==> config.mk <==
export PLATFORM = sky130hd
export DESIGN_NAME = alu_seq
export DESIGN_NICKNAME = d
export VERILOG_FILES = /design/src/rtl/alu_seq_pkg.sv /design/src/rtl/alu_seq_mul.sv /design/src/rtl/alu_seq.sv
export SDC_FILE = /design/constraint.sdc
export NUM_CORES = 1
export LEC_CHECK = 0
export BUFFER_PORTS_ARGS = -buffer_cell sky130_fd_sc_hd__buf_2
export CORE_MARGIN = 2
export CORE_UTILIZATION = 40
export CTS_CLUSTER_SIZE = 28
export DETAILED_ROUTE_END_ITERATION = 10
export PLACE_DENSITY = 0.64
export SYNTH_ARGS = -nofsm -noshare
export SYNTH_HDL_FRONTEND = slang
export SYNTH_HIERARCHICAL = 1
export SYNTH_SLANG_ARGS = --single-unit
==> constraint.sdc <==
create_clock -name clk -period 1.8 [get_ports clk]
set_clock_uncertainty 0.05 [all_clocks]
set_input_delay 0.09 -clock clk [delete_from_list [all_inputs] [get_ports clk]]
set_output_delay 0.09 -clock clk [all_outputs]
set_load 0.1 [all_outputs]
==> src/rtl/alu_seq_pkg.sv <==
// alu_seq_pkg: opcode and state types plus the iterative-op classifier for alu_seq
package alu_seq_pkg;

    typedef enum logic [3:0] {
        OP_ADD   = 4'd0,
        OP_ADC   = 4'd1,
        OP_SUB   = 4'd2,
        OP_SBC   = 4'd3,
        OP_AND   = 4'd4,
        OP_OR    = 4'd5,
        OP_XOR   = 4'd6,
        OP_NOT   = 4'd7,
        OP_SHL   = 4'd8,
        OP_SHR   = 4'd9,
        OP_ASR   = 4'd10,
        OP_MUL   = 4'd11,
        OP_RSV12 = 4'd12,
        OP_RSV13 = 4'd13,
        OP_RSV14 = 4'd14,
        OP_RSV15 = 4'd15
    } alu_op_e;

    typedef enum logic [1:0] {
        ST_IDLE = 2'd0,
        ST_RUN  = 2'd1,
        ST_DONE = 2'd2
    } alu_state_e;

    function automatic logic is_iterative(alu_op_e op, logic cnt_nz, logic mul_en);
        return ((op == OP_SHL || op == OP_SHR || op == OP_ASR) && cnt_nz) ||
               (op == OP_MUL && mul_en);
    endfunction

endpackage

==> src/rtl/alu_seq_mul.sv <==
// alu_seq_mul: shift-add multiplier, one partial product per step, low WIDTH bits kept
module alu_seq_mul #(
    parameter int WIDTH = 8
) (
    input  logic             clk,
    input  logic             rst,
    input  logic             load,
    input  logic             step,
    input  logic [WIDTH-1:0] a,
    input  logic [WIDTH-1:0] b,
    output logic [WIDTH-1:0] product
);

    logic [WIDTH-1:0] mcand;
    logic [WIDTH-1:0] mplier;
    logic [WIDTH-1:0] acc;

    // product already includes the partial term of the current step, so the
    // caller can capture the final value on the edge of the last step
    assign product = acc + (mplier[0] ? mcand : '0);

    // load the operands, then per step accumulate and shift multiplicand/multiplier
    always_ff @(posedge clk or posedge rst) begin
        if (rst) begin
            mcand  <= '0;
            mplier <= '0;
            acc    <= '0;
        end else if (load) begin
            mcand  <= a;
            mplier <= b;
            acc    <= '0;
        end else if (step) begin
            acc    <= product;
            mcand  <= mcand << 1;
            mplier <= mplier >> 1;
        end
    end

endmodule

==> src/rtl/alu_seq.sv <==
// alu_seq: multi-cycle ALU with registered result/flags, iterative shifts and optional MUL (ALU_SEQ_MUL_EN)
module alu_seq
    import alu_seq_pkg::*;
#(
    parameter int WIDTH   = 8,
    parameter int SHIFT_W = $clog2(WIDTH)
) (
    input  logic             clk,
    input  logic             rst,
    input  logic             start,
    input  logic [3:0]       op,
    input  logic [WIDTH-1:0] a,
    input  logic [WIDTH-1:0] b,
    input  logic             carryin,
    input  logic             oe,
    output logic             busy,
    output logic             done,
    output logic [WIDTH-1:0] result,
    output logic             carryout,
    output logic             overout,
    output logic             zeroout
);

    localparam int CW = $clog2(WIDTH + 1);
    localparam int M  = WIDTH - 1;
`ifdef ALU_SEQ_MUL_EN
    localparam logic MUL_EN = 1'b1;
`else
    localparam logic MUL_EN = 1'b0;
`endif

    alu_state_e       state_q, state_d;
    alu_op_e          op_in, op_q;
    logic [CW-1:0]    cnt_q;
    logic [WIDTH-1:0] sh_q, sh_n, res_q, res_c, y, mul_p, fin_res;
    logic [WIDTH:0]   sum;
    logic             cin, c_c, v_c, z_c, sc_n, accept, iter, fin;
    logic             c_q, v_q, z_q;
    logic [SHIFT_W-1:0] sh_cnt;

    assign op_in  = alu_op_e'(op);
    assign sh_cnt = b[SHIFT_W-1:0];
    assign iter   = is_iterative(op_in, sh_cnt != '0, MUL_EN);
    assign accept = start && state_q != ST_RUN;
    assign fin    = state_q == ST_RUN && cnt_q == CW'(1);

    assign busy     = state_q == ST_RUN;
    assign done     = state_q == ST_DONE;
    assign result   = oe ? res_q : '0;
    assign carryout = c_q;
    assign overout  = v_q;
    assign zeroout  = z_q;

    // WIDTH+1-bit adder shared by ADD/ADC/SUB/SBC; subtraction inverts b
    assign y   = (op_in == OP_SUB || op_in == OP_SBC) ? ~b : b;
    assign cin = op_in == OP_ADD ? 1'b0 : op_in == OP_SUB ? 1'b1 : carryin;
    assign sum = {1'b0, a} + {1'b0, y} + {{WIDTH{1'b0}}, cin};

    // one-bit shift step on the latched shift register; carry is the bit leaving
    assign sh_n = op_q == OP_SHL ? sh_q << 1 :
                  op_q == OP_SHR ? sh_q >> 1 : {sh_q[M], sh_q[M:1]};
    assign sc_n = op_q == OP_SHL ? sh_q[M] : sh_q[0];

`ifdef ALU_SEQ_MUL_EN
    alu_seq_mul #(.WIDTH(WIDTH)) u_mul (
        .clk     (clk),
        .rst     (rst),
        .load    (accept && op_in == OP_MUL),
        .step    (busy && op_q == OP_MUL),
        .a       (a),
        .b       (b),
        .product (mul_p)
    );
`else
    assign mul_p = '0;
`endif

    assign fin_res = op_q == OP_MUL ? mul_p : sh_n;

    // single-cycle result and flags; shifts reach here only with a zero count
    always_comb begin
        res_c = '0;
        c_c   = 1'b0;
        v_c   = 1'b0;
        case (op_in)
            OP_ADD, OP_ADC, OP_SUB, OP_SBC: begin
                res_c = sum[M:0];
                c_c   = sum[WIDTH];
                v_c   = (a[M] == y[M]) && (sum[M] != a[M]);
            end
            OP_AND:                 res_c = a & b;
            OP_OR:                  res_c = a | b;
            OP_XOR:                 res_c = a ^ b;
            OP_NOT:                 res_c = ~a;
            OP_SHL, OP_SHR, OP_ASR: res_c = a;
            default:                res_c = '0;
        endcase
        z_c = res_c == '0 && op_in <= OP_ASR;
    end

    // FSM next state: IDLE and DONE both accept; RUN ends when the counter hits 1
    always_comb begin
        state_d = state_q;
        case (state_q)
            ST_RUN:  state_d = fin ? ST_DONE : ST_RUN;
            default: state_d = accept ? (iter ? ST_RUN : ST_DONE) : ST_IDLE;
        endcase
    end

    // FSM state register
    always_ff @(posedge clk or posedge rst) begin
        if (rst) state_q <= ST_IDLE;
        else     state_q <= state_d;
    end

    // operand latch, iteration counter, shift register and result/flag registers
    always_ff @(posedge clk or posedge rst) begin
        if (rst) begin
            op_q  <= OP_ADD;
            cnt_q <= '0;
            sh_q  <= '0;
            res_q <= '0;
            c_q   <= 1'b0;
            v_q   <= 1'b0;
            z_q   <= 1'b0;
        end else begin
            if (accept) begin
                op_q  <= op_in;
                sh_q  <= a;
                cnt_q <= op_in == OP_MUL ? CW'(WIDTH) : CW'(sh_cnt);
            end else if (busy) begin
                sh_q  <= sh_n;
                cnt_q <= cnt_q - CW'(1);
            end
            if (accept && !iter) begin
                res_q <= res_c;
                c_q   <= c_c;
                v_q   <= v_c;
                z_q   <= z_c;
            end else if (fin) begin
                res_q <= fin_res;
                c_q   <= op_q != OP_MUL && sc_n;
                v_q   <= 1'b0;
                z_q   <= fin_res == '0;
            end
        end
    end

endmodule
# --- Yosys cells after proc, flatten, opt, wreduce, memory -nomap -nowiden ---
# Cells that the tools add are included.
totals:
  output_inout_bits: 13
  in_bits: 25
  word_cells: 85
  register_bits: 29
classes:
  eq_ne: 21
  muxes: 28
  bitwise_logic: 5
  n_reduce_logical: 19
  n_lt_le_gt_ge: 1
  addsub: 3
ops:
  columns: ["op", "n"]
  rows:
  - ["8-bit two-way mux", 9]
  - ["8-bit case mux with 6 select lines", 1]
  - ["4-bit == test (second input constant)", 7]
  - ["4-bit by 3-bit == test with 1-bit output (second input constant)", 4]
  - ["8-bit logical NOT", 2]
  - ["8-bit inverter", 2]
  - ["4-bit two-way mux", 3]
  - ["1-bit two-way mux", 11]
  - ["8-bit by 8-bit adder with 9-bit output", 1]
  - ["9-bit by 1-bit adder with 9-bit output", 1]
  - ["8-bit AND", 1]
  - ["4-bit by 1-bit == test with 1-bit output (second input constant)", 2]
  - ["4-bit by 2-bit == test with 1-bit output (second input constant)", 2]
  - ["2-bit two-way mux", 4]
  - ["8-bit OR", 1]
  - ["8-bit bitwise XOR", 1]
  - ["1-bit logical AND", 7]
  - ["4-bit less-or-equal comparator (second input constant)", 1]
  - ["4-bit logical NOT", 1]
  - ["4-bit != test (second input constant)", 1]
  - ["2-bit nonzero test", 2]
  - ["4-bit OR reduction", 1]
  - ["4-bit by 1-bit subtractor with 4-bit output (second input constant)", 1]
  - ["1-bit logical OR", 3]
  - ["8 further kinds", 8]

# --- Longest topological paths before layout ---
# Gate-level depths: netlist of run 1.
depth:
  depth_word: 9
  depth_mapped: 13
  mapped_depth_nobuf: 11

# --- Least setup slack after synthesis of run 1 ---
# Ideal clock, no wire load.
synth_path:
  path_type: "in2reg"
  start: "in op[2]"
  end: "reg z_q, in the netlist zeroout"
  setup_ps: 80
  cell_stages: 13
  arrival_time_ps: 2995
  setup_slack_ps: -1325
  path_cell_list: "buf_2 > or2_2 > buf_2 > nor2_2 > xnor2_1 > fa_1 > fa_1 > xnor2_1 > nand2_1 > a32o_2 > nor4_2 > nand4_1 > o211ai_2"
synth_via:
  elab_chain_len: 9
  elab_cells_between_ends: 30
  classes_between: "add/sub (2); order compare (1); eq/ne (10); mux (5); reduce/logical (12)"
synth_lines:
  columns: ["element", "line", "rtl"]
  rows:
  - ["from (decl)", "alu_seq.sv:11", "input logic [3:0] op,"]
  - ["4-bit by 2-bit == test with 1-bit output, on equally long branches", "alu_seq.sv:55, alu_seq.sv:56, alu_seq.sv:85", null]
  - ["1-bit logical OR", "alu_seq.sv:55", "assign y = (op_in == OP_SUB || op_in == OP_SBC) ? ~b : b;"]
  - ["8-bit two-way mux", "alu_seq.sv:55", null]
  - ["8-bit by 8-bit adder with 9-bit output", "alu_seq.sv:57", "assign sum = {1'b0, a} + {1'b0, y} + {{WIDTH{1'b0}}, cin};"]
  - ["9-bit by 1-bit adder with 9-bit output", "alu_seq.sv:57", null]
  - ["8-bit case mux with 6 select lines", "alu_seq.sv:85", "case (op_in)"]
  - ["8-bit logical NOT", "alu_seq.sv:98", "z_c = res_c == '0 && op_in <= OP_ASR;"]
  - ["1-bit logical AND", "alu_seq.sv:98", null]
  - ["1-bit two-way mux", "alu_seq.sv:135", "if (accept && !iter) begin"]
  - ["to (signal assigned)", "alu_seq.sv:139", "z_q <= z_c;"]
  - ["to (decl)", "alu_seq.sv:38", "logic c_q, v_q, z_q;"]
# Parallel ways exist; a longest one is shown, timed or not.
# A chain may end at the register's enable or synchronous reset.

# --- Worst setup path after layout of run 1 ---
layout_path:
  start: "in op[3]"
  end: "reg z_q, in the netlist zeroout"
# The elaborated chain is that of the path after synthesis.

==> out/qor.txt, run 1 <==
WORST SETUP PATH
-------------------------------------------------------------------------------------
Largest fanout of any net on the critical path .........................            4
Sort of element at the end of the critical path ........................     register
WP data arrival ........................................................      2.62 ns
Worst endpoint required time ...........................................      1.97 ns
Setup Crit Path Kind ...................................................    in -> reg
Reg-to-reg setup timing slack ..........................................      0.01 ns
Crit start category ....................................................   input port

TIMING
-------------------------------------------------------------------------------------
Achievable frequency ...................................................      407 MHz
Fin Setup TNS ..........................................................     -5.58 ns
Final worst hold slack .................................................     0.112 ns
Minimum clock period ...................................................      2.46 ns
Endpoints failing setup ................................................           11
Actual slew at the worst max-slew pin ..................................     0.475 ns
Unrepaired setup endpoints after global routing ........................         true
Tightest slew margin relative to the limit .............................        68.3%
Fin. Hold Viols ........................................................            0
Tcrit/Tclk final .......................................................         136%
Setup slack after layout ...............................................    -0.656 ns
Count of final max-slew check failures .................................            0

PLACE
-------------------------------------------------------------------------------------
Estimated wirelength of the detail-placed design .......................      6.44 mm
Final RePlAce weighted congestion ......................................        0.931
Port-buffer cells ......................................................           37
Cell area after placement ..............................................    3580 um^2
Cell Count Post-Placement ..............................................          499
Setup slack at placement ...............................................     -1.02 ns

LAYOUT
-------------------------------------------------------------------------------------
Area of combinational cells with multiple inputs .......................    2060 um^2
Most frequent standard cell in the layout excluding fill and tap cells .        buf_4
Area growth from synthesis to layout ...................................        38.4%
Post-layout instance count excluding filler cells ......................          512
Area taken by flip-flops and latches ...................................     726 um^2
Layout Cell Area excl Fill .............................................    3860 um^2
Fraction of final layout cells sized beyond drive strength 1 ...........        36.6%
Final-layout fill cell count ...........................................          612
Highest-count cells in the layout ignoring fill and taps ............... 70 x buf_4, 34 x buf_2, 29 x dfrtp_1
Final cell utilization of the core .....................................        57.1%
Antenna diode instance count ...........................................            0
Number of nets in the finished design ..................................          483

GRT
-------------------------------------------------------------------------------------
Global router's overall resource usage .................................        21.7%
First-pass GRT wire length .............................................      13.0 mm
Vias in the first global route .........................................         2696
Total overflow reported by the global router ...........................            0
Antenna violations before repair .......................................            0
Maximum number of pins on one net before global-route repair ...........           30

RUN STATUS
-------------------------------------------------------------------------------------
Result of the run ...................................................... finished with violations
Violations in the final reports ........................................ negative setup slack

SYNTH
-------------------------------------------------------------------------------------
Fraction of the yosys area taken by sequential cells ...................        26.0%
Number of enable-type register cells in the synthesized netlist ........            0
Post-Synthesis Net Count ...............................................          380
Post-synthesis sequential element count ................................           29
Cell area after synthesis ..............................................    2790 um^2
Synth warn .............................................................            6
Synth async-reset ratio ................................................         100%
Distinct cell type count of the synthesized netlist ....................           56
Mean area per synthesized cell .........................................    8.50 um^2
Cells after Synth ......................................................          328
Most frequently used flop master after synthesis .......................      dfrtp_1

DETAILED ROUTING
-------------------------------------------------------------------------------------
Via total after detailed routing .......................................         2827
Number of DRC markers after the initial detailed-route iteration .......          124
Post-route DRC .........................................................            0
Number of iterations in the first detailed-routing pass ................            4
Number of nets with antenna violations after routing ...................            0
Total detailed-routing wirelength ......................................      8.07 mm
Routed length per placed instance ......................................      15.8 um
Vias per cell ..........................................................         5.52

JOB
-------------------------------------------------------------------------------------
Max-cap check violation count ..........................................            0

CLOCK TREE
-------------------------------------------------------------------------------------
H-tree depth ...........................................................            2
CTS root buffer ........................................................     clkbuf_8
Clock Sink Count .......................................................           29
Clock transition at the registers of the reported paths ................      0.07 ns
Maximum root-to-sink buffer count ......................................            2
Number of buffers added by the clock tree synthesis step ...............            5
Clock insertion delay at the later pin of the skew report ..............      0.29 ns
TritonCTS clock tree ...................................................         done

FLOORPLANNING
-------------------------------------------------------------------------------------
Initial Utilization ....................................................        41.3%
FP Rows ................................................................           30
Core ar. ...............................................................    6760 um^2
I/O pins ...............................................................           38
Area enclosed by the die boundary ......................................    7660 um^2
Die X ..................................................................      87.5 um
Vertical die dimension .................................................      87.5 um

POWER AND IR DROP
-------------------------------------------------------------------------------------
Static leakage .........................................................      1.86 nW
Total power of the final layout ........................................      3.11 mW
Power density relative to cell area ....................................  806 nW/um^2
Peak ir drop on the vdd network ........................................   0.000327 V

MIN PATH
-------------------------------------------------------------------------------------
Class of the most critical hold timing path ............................    in -> reg

path summary, 6_finish.rpt:
path / start / cells past startpoint / end
max: op[3] / 13 / zeroout
min: b[2] / 4 / cnt_q[2]
max reg2reg: op_q[2] / 6 / zeroout
min reg2reg: res_q[4] / 1 / res_q[4]
max in group asynchronous: rst / 4 / res_q[5]
min in group asynchronous: rst / 4 / cnt_q[2]
Yosys cell counts, drive strengths merged (2+ instances only):
master,n,area share [%]
o31ai,3,0.81
a32oi,2,0.63
o211ai,6,1.8
nor2b,15,3.4
a21oi,21,3.9
a221o,2,0.72
inv,31,4.2
dfrtp,29,26
o41ai,2,0.63
a32o,3,1.1
a211oi,8,2.2
a311oi,3,0.94
a22o,2,0.63
nor3b,6,1.6
xnor2,12,3.8
o221ai,6,1.9
o22ai,3,0.67
clkbuf,6,0.81
nor2,16,2.3
mux2i,13,4.7
o21ai,14,2.5
nand2b,4,0.90
ha,25,11
o2bb2ai,2,0.63
nand3,5,0.90
a2bb2oi,2,0.63
a21o,4,1.1
buf,8,1.5
a22oi,2,0.54
mux4,2,1.6
nor3,4,0.72
and2,8,1.8
nand2,28,3.8
nand3b,2,0.54
a31oi,3,0.67
fa,2,1.4
or3,2,0.45
a211o,3,0.94
o21a,7,1.9
nand4,2,0.45
flip-flops by register name (all words and copies together) (netlist names):
signal and cells:
carryout 1, state_q 2, zeroout 1, overout 1
op_q 4, res_q 8, cnt_q 4, sh_q 8
metal layers:
| layer | vias to the layer above | part of all wire, % | GRT usage (%) |
|---|---|---|---|
| met5 | - | 0 | 0 |
| li1 | 1406 | - | - |
| met2 | 70 | 50 | 37.9 |
| met1 | 1339 | 43 | 28.1 |
| met3 | 12 | 4.8 | 2.56 |
| met4 | 0 | 1.9 | 6.57 |
logic make-up after synthesis:
logic type,count (synthesis),synth area share (%)
buffers and inverters,45,6.51
adders and majority gates,27,12.7
xor gates and xnor gates,12,3.77
muxes,16,6.68
AOI/OAI and AO/OA,103,26.3
and+or+nand+nor,96,18.0
DFF,29,26.0
power by group:
part | internal (mW) | switching (mW)
registers | 0.800 | 0.119
logic | 0.654 | 1.01
clock network | 0.266 | 0.263
critical path: stages:
cell	delay (ns)
buf_6	0.09
or2_4	0.27
buf_4	0.14
buf_6	0.11
o31ai_4	0.18
fa_2	0.27
fa_2	0.43
nor2b_4	0.14
a31oi_2	0.18
o221ai_2	0.14
nor4_2	0.26
nand4_1	0.16
o211ai_2	0.15
layout make-up:
type	instances	share of cell area (%)
tap	80	2.59
clock inverter	3	0.454
inverter	31	3.11
clock buffer	5	1.78
multi-input combinational	254	53.3
sequential	29	18.8
timing repair buffer	110	20.0
what timing repair did:
action / 4_1_cts / 5_1_grt
setup endpoints to repair: 12 / 12
endpoints found under the hold margin: 29 / 0
setup buffers: 2 / 2
pin swaps: 12 / 11
resized for setup: 17 / 14
hold buffers: 1 / 0
Note: power is estimated with default switching activity, not from simulation.
==> run 2: changes to the inputs <==
--- a/config.mk
+++ b/config.mk
@@ -5,11 +5,13 @@
 export SDC_FILE = /design/constraint.sdc
 export NUM_CORES = 1
 export LEC_CHECK = 0
+export ABC_AREA = 1
 export BUFFER_PORTS_ARGS = -buffer_cell sky130_fd_sc_hd__buf_2
 export CORE_MARGIN = 2
 export CORE_UTILIZATION = 40
 export CTS_CLUSTER_SIZE = 28
 export DETAILED_ROUTE_END_ITERATION = 10
+export GPL_TIMING_DRIVEN = 0
 export PLACE_DENSITY = 0.64
 export SYNTH_ARGS = -nofsm -noshare
 export SYNTH_HDL_FRONTEND = slang
==> run 2 against run 1 <==
Effect of this change:
- the flow still finishes with violations (negative setup slack)
- critical endpoint is now res_q[2]
- die area rose by 1.5%
- highest routed layer unchanged
- clock power rose by 14%
- worst hold slack got worse by 0.093 ns
- critical path type unchanged
- via count rose by 2.2%
==> out/qor.txt, run 2 <==
RUN STATUS
-------------------------------------------------------------------------------------
Result of the run ...................................................... finished with violations
Violations in the final reports ........................................ negative setup slack

LAYOUT
-------------------------------------------------------------------------------------
Antenna diode instance count ...........................................            0
Post-layout instance count excluding filler cells ......................          584
Most frequent standard cell in the layout excluding fill and tap cells .      nand2_1
Number of nets in the finished design ..................................          539
Area growth from synthesis to layout ...................................        27.6%
Regs by FF count ....................................................... res_q: 8 flops, sh_q: 8 flops
Final-layout fill cell count ...........................................          707
Layout Cell Area excl Fill .............................................    3620 um^2
Fraction of final layout cells sized beyond drive strength 1 ...........        26.8%
Highest-count cells in the layout ignoring fill and taps ............... 94 x nand2_1, 62 x inv_1, 36 x buf_2

WORST SETUP PATH
-------------------------------------------------------------------------------------
Cell family contributing the most delay on the critical path ...........  adder cells
Cell with the biggest individual delay on the critical path ............         fa_2
WP data arrival ........................................................      2.31 ns
Sort of element at the end of the critical path ........................     register
Largest fanout of any net on the critical path .........................            3
Maximum single-stage delay on the critical path ........................      0.41 ns
Critical path, cell by cell ............................................ buf_12 -> nor2_4 -> buf_8 -> nand2_8 -> xor2_4 -> fa_2 -> fa_2 -> inv_2 -> nand2_2 -> nand3_2 -> nand2_2 -> nor2_2 -> nand2_2 -> buf_4 -> buf_6 -> a21oi_4 -> a21oi_2
Crit start category ....................................................   input port
Worst path buffer plus inverter count ..................................            5
Worst endpoint required time ...........................................      1.92 ns
Setup Crit Path Kind ...................................................    in -> reg
Cell type with the highest occurrence count on the critical path .......      nand2_2

TIMING
-------------------------------------------------------------------------------------
Actual slew at the worst max-slew pin ..................................      1.08 ns
Unrepaired setup endpoints after global routing ........................         true
Fin. Hold Viols ........................................................            0
Count of final max-slew check failures .................................            0
Endpoints failing setup ................................................            8
Minimum clock period ...................................................      2.19 ns
Tightest slew margin relative to the limit .............................        28.0%
Setup slack after layout ...............................................    -0.389 ns
Achievable frequency ...................................................      457 MHz
Tcrit/Tclk final .......................................................         122%

POWER AND IR DROP
-------------------------------------------------------------------------------------
Peak ir drop on the vdd network ........................................   0.000231 V
Power density relative to cell area ....................................  813 nW/um^2
Static leakage .........................................................      1.91 nW

FLOORPLANNING
-------------------------------------------------------------------------------------
FP Rows ................................................................           30
Core ar. ...............................................................    6830 um^2
I/O pins ...............................................................           38
Area enclosed by the die boundary ......................................    7770 um^2
Vertical die dimension .................................................      88.2 um
Die X ..................................................................      88.2 um
Initial Utilization ....................................................        41.5%

SYNTH
-------------------------------------------------------------------------------------
Number of enable-type register cells in the synthesized netlist ........            0
Post-Synthesis Net Count ...............................................          482
Most common cell in the synthesized netlist ............................      nand2_1
Distinct cell type count of the synthesized netlist ....................           32
Cells after Synth ......................................................          430
Post-synth top area share ..............................................        25.6%
Post-synthesis sequential element count ................................           29
Fraction of the yosys area taken by sequential cells ...................        25.6%
Leading cell types by count after synthesis ............................ 110 x nand2_1, 66 x inv_1, 43 x nor2_1
Mean area per synthesized cell .........................................    6.59 um^2
Synth warn .............................................................            6
Post-synthesis cell type with the largest combined area ................      dfrtp_1
Most frequently used flop master after synthesis .......................      dfrtp_1
Synth async-reset ratio ................................................         100%
Cell area after synthesis ..............................................    2830 um^2
Most area-consuming cells after synthesis .............................. dfrtp_1 26%, nand2_1 15%, ha_1 11%

JOB
-------------------------------------------------------------------------------------
Max-cap check violation count ..........................................            0

CLOCK TREE
-------------------------------------------------------------------------------------
TritonCTS clock tree ...................................................         done
Clock transition at the registers of the reported paths ................      0.07 ns
Clock insertion delay at the later pin of the skew report ..............      0.29 ns
Number of buffers added by the clock tree synthesis step ...............            5
Clock Sink Count .......................................................           29
Hold-fix buffer count after cts ........................................            0
CTS root buffer ........................................................     clkbuf_8
H-tree depth ...........................................................            2
Maximum root-to-sink buffer count ......................................            2

PLACE
-------------------------------------------------------------------------------------
Final RePlAce weighted congestion ......................................        0.906
Estimated wirelength of the detail-placed design .......................      5.97 mm
Cell Count Post-Placement ..............................................          561
Setup slack at placement ...............................................    -0.754 ns
Port-buffer cells ......................................................           35
Cell area after placement ..............................................    3200 um^2

DETAILED ROUTING
-------------------------------------------------------------------------------------
Post-route DRC .........................................................            0
Number of DRC markers after the initial detailed-route iteration .......          230
Number of iterations in the first detailed-routing pass ................            4
Total detailed-routing wirelength ......................................      7.73 mm
Vias per cell ..........................................................         4.95
Routed length per placed instance ......................................      13.2 um
Via total after detailed routing .......................................         2888
Number of nets with antenna violations after routing ...................            0

MIN PATH
-------------------------------------------------------------------------------------
Class of the most critical hold timing path ............................  in -> async

GRT
-------------------------------------------------------------------------------------
Vias in the first global route .........................................         2745
Maximum number of pins on one net before global-route repair ...........           30
First-pass GRT wire length .............................................      12.9 mm
Total overflow reported by the global router ...........................            0
Antenna violations before repair .......................................            0
Global router's overall resource usage .................................        21.3%

[run 2: stage by stage]
stage          power (mW)  utilization [%]  setup TNS (ns)  hold slack (ns)
6_report             2.94             52.9           -1.56           0.0192
3_3_place_gp         2.19             46.8           -5.84            0.292
4_1_cts              2.87             50.6           -2.29           0.0292
3_5_place_dp         2.21             46.8           -5.99            0.339
5_1_grt              3.14             52.9           -2.80           0.0752
2_1_floorplan        1.92                -           -2.29            0.118
[run 2: worst paths after layout]
| path | cells past startpoint | from | endpoint | slack (ns) |
|---|---|---|---|---|
| setup reg to reg | 8 | state_q[0] | carryout | 0.10 |
| min in group clk | 3 | b[0] | cnt_q[0] | 0.04 |
| hold / removal | 2 | rst | op_q[2] | 0.02 |
| max in group asynchronous | 2 | rst | op_q[3] | 1.03 |
| hold reg to reg | 2 | res_q[4] | res_q[4] | 0.44 |
| setup / recovery | 17 | op[2] | res_q[2] | -0.39 |
[run 2: kinds of logic (layout without fill, tap and decap cells)]
family          count (synthesis)  count (layout)  synth area share [%]
fa+ha+maj                      27              27                  12.5
flops                          29              29                  25.6
buf+inv                        80             138                  11.8
simple gates                  207             207                  31.7
xor+xnor                       10              10                  3.09
compound gates                 77              77                  15.3
[run 2: worst register-to-register path, stage by stage (launching register included)]
cell and delay (ns):
dfrtp_1 0.39, inv_2 0.07, nor2_4 0.07, nor2_4 0.22, nand2_4 0.10, buf_6 0.15
nor3_1 0.32, o21ai_2 0.11, a31oi_1 0.14
[run 2: routing by layer]
| metal | part of all wire [%] | wire [um] | GRT usage, % | up-vias |
|---|---|---|---|---|
| li1 | - | - | - | 1487 |
| met1 | 46 | 3560 | 27.2 | 1323 |
| met2 | 48 | 3700 | 37.3 | 61 |
| met3 | 3.6 | 278 | 1.98 | 17 |
| met4 | 2.5 | 193 | 7.58 | 0 |
| met5 | 0 | 0 | 0 | - |
[run 2: cell type report]
class	instances	area (um^2)	area share [%]
Buffer	9	86.3	2.39
Clock buffer	7	96.3	2.66
Clock inverter	1	5.00	0.138
Inverter	71	274	7.58
Multi-Input combinational cell	321	2000	55.3
Sequential cell	29	726	20.1
Tap cell	96	120	3.32
Timing Repair Buffer	50	310	8.58
[run 2: report_power, final]
group / internal, mW / switching [mW]
Sequential: 0.791 / 0.0950
Clock: 0.345 / 0.256
Combinational: 0.439 / 1.01
[run 2: timing repair]
action	in CTS	in global routing
pin swaps	20	27
resized for setup	26	31
endpoints found under the setup margin	10	11
setup buffers	10	6
